### config.mk
export PLATFORM = sky130hd
export DESIGN_NAME = uart_tx_scheduler
export DESIGN_NICKNAME = d
export VERILOG_FILES = /design/src/rtl/uart_tx_pkg.sv /design/src/rtl/rr_arbiter.sv /design/src/rtl/uart_tx_scheduler.sv
export SDC_FILE = /design/constraint.sdc
export NUM_CORES = 1
export LEC_CHECK = 0
export BUFFER_PORTS_ARGS = -buffer_cell sky130_fd_sc_hd__buf_4
export CAP_MARGIN = 30
export CORE_ASPECT_RATIO = 1.25
export CORE_MARGIN = 3
export CORE_UTILIZATION = 45
export DETAILED_ROUTE_END_ITERATION = 10
export GPL_ROUTABILITY_DRIVEN = 1
export PLACE_DENSITY = 0.79
export SYNTH_ARGS = -nofsm -noshare
export SYNTH_HDL_FRONTEND = slang
export SYNTH_HIERARCHICAL = 1
export SYNTH_SLANG_ARGS = --single-unit
### constraint.sdc
create_clock -name CLOCK -period 3.59 [get_ports CLOCK]
set_clock_uncertainty 0.05 [all_clocks]
set_input_delay 0.1795 -clock CLOCK [delete_from_list [all_inputs] [get_ports CLOCK]]
set_output_delay 0.1795 -clock CLOCK [all_outputs]
set_load 0.02 [all_outputs]
### src/rtl/uart_tx_pkg.sv
// uart_tx_pkg: UART_TX defaults shared with the scheduler, plus scheduler state encoding
package uart_tx_pkg;
  localparam int DEF_WORD_SIZE    = 8;
  localparam int DEF_FRAME_CYCLES = 11;
  typedef enum logic [2:0] {
    IDLE  = 3'd0,
    LOAD  = 3'd1,
    BRDY  = 3'd2,
    START = 3'd3,
    WAIT  = 3'd4
  } state_t;
endpackage

### src/rtl/rr_arbiter.sv
// rr_arbiter: combinational round-robin pick of the first request after ptr, with wrap
module rr_arbiter #(
  parameter int N = 4,
  localparam int W = $clog2(N)
) (
  input  logic [N-1:0] req,
  input  logic [W-1:0] ptr,
  output logic [N-1:0] grant,
  output logic [W-1:0] idx
);
  logic [W-1:0] j;
  always_comb begin
    idx = '0;
    j = '0;
    // farthest offset first, so the nearest set request after ptr is written last
    for (int i = N; i >= 1; i--) begin
      j = W'((int'(ptr) + i) % N);
      if (req[j]) idx = j;
    end
    grant = |req ? N'(1) << idx : '0;
  end
endmodule

### src/rtl/uart_tx_scheduler.sv
// uart_tx_scheduler: round-robin sharing of one UART_TX among N_REQ byte producers
module uart_tx_scheduler
  import uart_tx_pkg::*;
#(
  parameter int WORD_SIZE    = DEF_WORD_SIZE,
  parameter int N_REQ        = 4,
  parameter int FRAME_CYCLES = DEF_FRAME_CYCLES
) (
  input  logic                          CLOCK,
  input  logic                          RESET,
  input  logic                          ENABLE,
  input  logic [N_REQ-1:0]              REQ_VALID,
  input  logic [N_REQ*WORD_SIZE-1:0]    REQ_DATA,
  output logic [N_REQ-1:0]              REQ_ACK,
  output logic [WORD_SIZE-1:0]          DATA_BUS,
  output logic                          LOAD_XMT_DATAREG,
  output logic                          BYTE_READY,
  output logic                          T_BYTE,
  output logic                          BUSY,
  output logic [$clog2(N_REQ)-1:0]      GRANT_ID,
  output logic                          TX_DONE
);
  localparam int GW = $clog2(N_REQ);
  localparam int CW = $clog2(FRAME_CYCLES + 1);
  state_t state, state_n;
  logic [CW-1:0] cnt, cnt_n;
  logic [GW-1:0] ptr, win;
  logic [N_REQ-1:0] gnt;
  logic go;
  rr_arbiter #(.N(N_REQ)) u_arb (.req(REQ_VALID), .ptr(ptr), .grant(gnt), .idx(win));
  always_comb begin
    go = state == IDLE && ENABLE && |REQ_VALID;
    state_n = state;
    cnt_n = cnt;
    case (state)
      IDLE:    state_n = go ? LOAD : IDLE;
      LOAD:    state_n = BRDY;
      BRDY:    state_n = START;
      START: begin
        state_n = WAIT;
        cnt_n = CW'(FRAME_CYCLES - 1);
      end
      WAIT: begin
        state_n = cnt == '0 ? IDLE : WAIT;
        cnt_n = cnt == '0 ? '0 : cnt - CW'(1);
      end
      default: state_n = IDLE;
    endcase
  end
  // each strobe is registered off the state it belongs to, so they come out one per cycle
  always_ff @(posedge CLOCK) begin
    if (RESET) begin
      state <= IDLE;
      cnt <= '0;
      ptr <= GW'(N_REQ - 1);
      REQ_ACK <= '0;
      DATA_BUS <= '0;
      GRANT_ID <= '0;
      LOAD_XMT_DATAREG <= 1'b0;
      BYTE_READY <= 1'b0;
      T_BYTE <= 1'b0;
      BUSY <= 1'b0;
      TX_DONE <= 1'b0;
    end else begin
      state <= state_n;
      cnt <= cnt_n;
      REQ_ACK <= go ? gnt : '0;
      if (go) begin
        ptr <= win;
        GRANT_ID <= win;
        DATA_BUS <= REQ_DATA[win*WORD_SIZE +: WORD_SIZE];
      end
      LOAD_XMT_DATAREG <= state == LOAD;
      BYTE_READY <= state == BRDY;
      T_BYTE <= state == START;
      BUSY <= state != IDLE || go;
      TX_DONE <= state == WAIT && cnt == '0;
    end
  end
endmodule

==> results.cfg <==
[run_status]
outcome = complete, no violations

[synthesis]
ys_top_cells_by_count = dfxtp_1 (28), a21oi_1 (17), o21ai_0 (15), nand3_1 (12), mux4_2 (8)
ys_ff_latch = 28
synthTopCellsByArea = dfxtp_1 (39%), mux4_2 (13%), a21oi_1 (5.9%)
syn_area_um2 = 1430
synth.distinct_cells = 43
ys_seq_area_frac = 0.391
ys_async_sr_fraction = 0
synth_edf_count = 0
post-synth-top-area-fraction = 0.391
ys.flop_type = dfxtp_1
syn_avg_cell_area_um2 = 9.56
synth.most_common_cell = dfxtp_1
syn_nets = 189
yosysWarnings = 6
yosys.area.top_type = dfxtp_1
synthCells = 150

[placed_design]
dp_hpwl_um = 2540
port_buffers = 57
gp_congestion = 0.745

[global_route]
grt_antenna_before_repair = 0
grt_pass1_wl_um = 5420
track_usage = 0.170
grt_max_degree = 24
grt-ovfl-total = 0
grt_pass1_vias = 1278

[cts]
clkTransAtPathRegs_ns = 0.15
root_buffer = clkbuf_4
cts.repair.resized = 0
cts_hold_buffers = 0
cts_tree = done
clock_latency_ns = 0.32
cts_buffer_depth = 2
post_cts_buffers = 0
htreeDepth = 1
clock_sinks = 28
cts_buffers = 3

[min_path]
holdPathEnd = cnt[0]$_SDFFE_PP0P_
holdCritStartpoint = RESET
min_path_type = in2reg
hold_depth = 2

[sta]
hold_violations = 0
tightest_slew_ns = 0.770
fin_crit_sh = 0.586
fin_crit_ns = 2.10
clock.fmax_mhz = 476
relSlewSlack = 0.485
slew_violations = 0
setup_violations = 0
rsz0062_at_grt = false
setup-tns-final_ns = 0

[pwr]
leakage_nw = 0.791
p_sw_frac = 0.298
seq_power_share = 0.438
power.density_nw_per_um2 = 444
p_clk_frac = 0.241
power_switching_mw = 0.252
combPwrFrac = 0.321
p_int_mw = 0.594
total_power_mw = 0.846
ir_drop_mv = 0.317

[critical_path]
slowest_stage = mux4_2
cp.buffers_inverters = 1
crit_required_ns = 3.76
crit_family = multiplexers
worstPathArrival_ns = 2.27
max_stage_delay_ns = 0.52
end_kind = flip-flop
critPathLaunchType = flip-flop
critPathMaxFanout = 14
worstPathCellList = and2b_4 > a21oi_1 > o221ai_1 > buf_4 > mux4_2 > nand3_1 > a21oi_1
r2r_slack_ns = 1.49
worstRegToRegCells = 7
criticalPathCategory = reg2reg
timing.rr.start = ptr[1]$_SDFFE_PP1N_
cpMostUsedCell = a21oi_1
reg2reg_to = DATA_BUS[0]$_SDFFE_PP0N_

[floorplan]
ios = 58
num_rows = 22
dieArea_um2 = 3900
start_util = 0.478
coreArea_um2 = 3000
die_width_um = 56.5
die_h_um = 69.1

[routing]
vias_per_cell = 5.76
vias = 1364
postRouteWirelength_um = 3390
drt.antenna.violating_nets = 0
post-route-drc-count = 0
firstDrtPassIters = 4
drtIter0Drc = 19
wire_per_inst_um = 14.3

[flow_run]
max_cap_viol_count = 0

[finish]
diodes = 0
drive_above_1_share = 0.393
syn2layout_area_growth_pct = 32.8
finalNetCount = 241
==> stage by stage <==
step,setup WS [ns],instances,util,hold WS [ns],instance area (µm²)
after floorplan,1.72,150,-,0.214,1430
after global placement,1.59,231,0.613,0.412,1840
after detailed placement,1.50,232,0.615,0.420,1840
after CTS,1.48,236,0.632,0.104,1900
after global routing,1.33,237,0.635,0.117,1900
final,1.49,237,0.635,0.124,1900
==> worst max path at each step <==
stage | from | end | slack, ns | cells past startpoint
after floorplan | ptr[1]$_SDFFE_PP1N_ | DATA_BUS[6]$_SDFFE_PP0N_ | 1.72 | 7
after global routing | ptr[1]$_SDFFE_PP1N_ | DATA_BUS[1]$_SDFFE_PP0N_ | 1.33 | 7
after detailed placement | ptr[1]$_SDFFE_PP1N_ | DATA_BUS[0]$_SDFFE_PP0N_ | 1.50 | 7
final | ptr[1]$_SDFFE_PP1N_ | DATA_BUS[0]$_SDFFE_PP0N_ | 1.49 | 7
after global placement | ptr[1]$_SDFFE_PP1N_ | DATA_BUS[0]$_SDFFE_PP0N_ | 1.59 | 7
after CTS | ptr[1]$_SDFFE_PP1N_ | DATA_BUS[0]$_SDFFE_PP0N_ | 1.48 | 7
==> logic make-up after synthesis <==
group | after synthesis | share of synthesized area
AOI/OAI and AO/OA | 51 | 0.226
buffers and inverters | 16 | 0.0602
DFF | 28 | 0.391
muxes | 8 | 0.126
and+or+nand+nor | 47 | 0.197
==> flip-flops by register name, summed over array words and instances, names as in the netlist <==
name              flops
DATA_BUS              8
REQ_ACK               4
cnt                   4
state                 3
GRANT_ID              2
ptr                   2
BUSY                  1
BYTE_READY            1
LOAD_XMT_DATAREG      1
TX_DONE               1
T_BYTE                1
==> cells in the final DEF (no fill, tap or decap), types with 2 or more instances in the layout <==
| cell type | instances |
|---|---|
| nand2b_1 | 3 |
| nor2_1 | 6 |
| o21ai_0 | 15 |
| mux4_2 | 8 |
| o21a_1 | 2 |
| and2_1 | 5 |
| o21ai_1 | 2 |
| nor2b_1 | 2 |
| nand3b_1 | 3 |
| or3_1 | 2 |
| inv_1 | 3 |
| buf_4 | 58 |
| dfxtp_1 | 28 |
| o21bai_1 | 2 |
| a21oi_1 | 17 |
| nor4_1 | 2 |
| nor3_1 | 3 |
| clkbuf_4 | 4 |
| nand3_1 | 12 |
==> metal layers <==
layer	track usage	wire length, µm
met5	0	0
met3	0.0356	269
met4	0.0528	15
met1	0.189	1320
met2	0.312	1780
==> worst reg2reg max path, delay by kind of cell (launching register included) <==
kind	cells	cell delay [ns]
compound gates	3	0.31
buf+inv	1	0.25
flops	1	0.46
mux	1	0.52
simple gates	2	0.42
==> final cells by class <==
type                    count  area, µm²
clock inverters             1       30.0
inverters                   3       11.3
multi-input cells         106        787
fillers                   236       1100
clock buffers               3       22.5
flip-flops and latches     28        561
repair buffers             60        448
well taps                  36       45.0
==> power by group through the flow <==
| stage | Combinational (mW) | Clock, mW | Sequential, mW |
|---|---|---|---|
| final | 0.272 | 0.204 | 0.371 |
| after global routing | 0.297 | 0.218 | 0.376 |
| after CTS | 0.272 | 0.210 | 0.370 |
| after detailed placement | 0.271 | 0 | 0.377 |
| after global placement | 0.260 | 0 | 0.374 |
| after floorplan | 0.163 | 0 | 0.392 |
(Power assumes the default switching activity.)
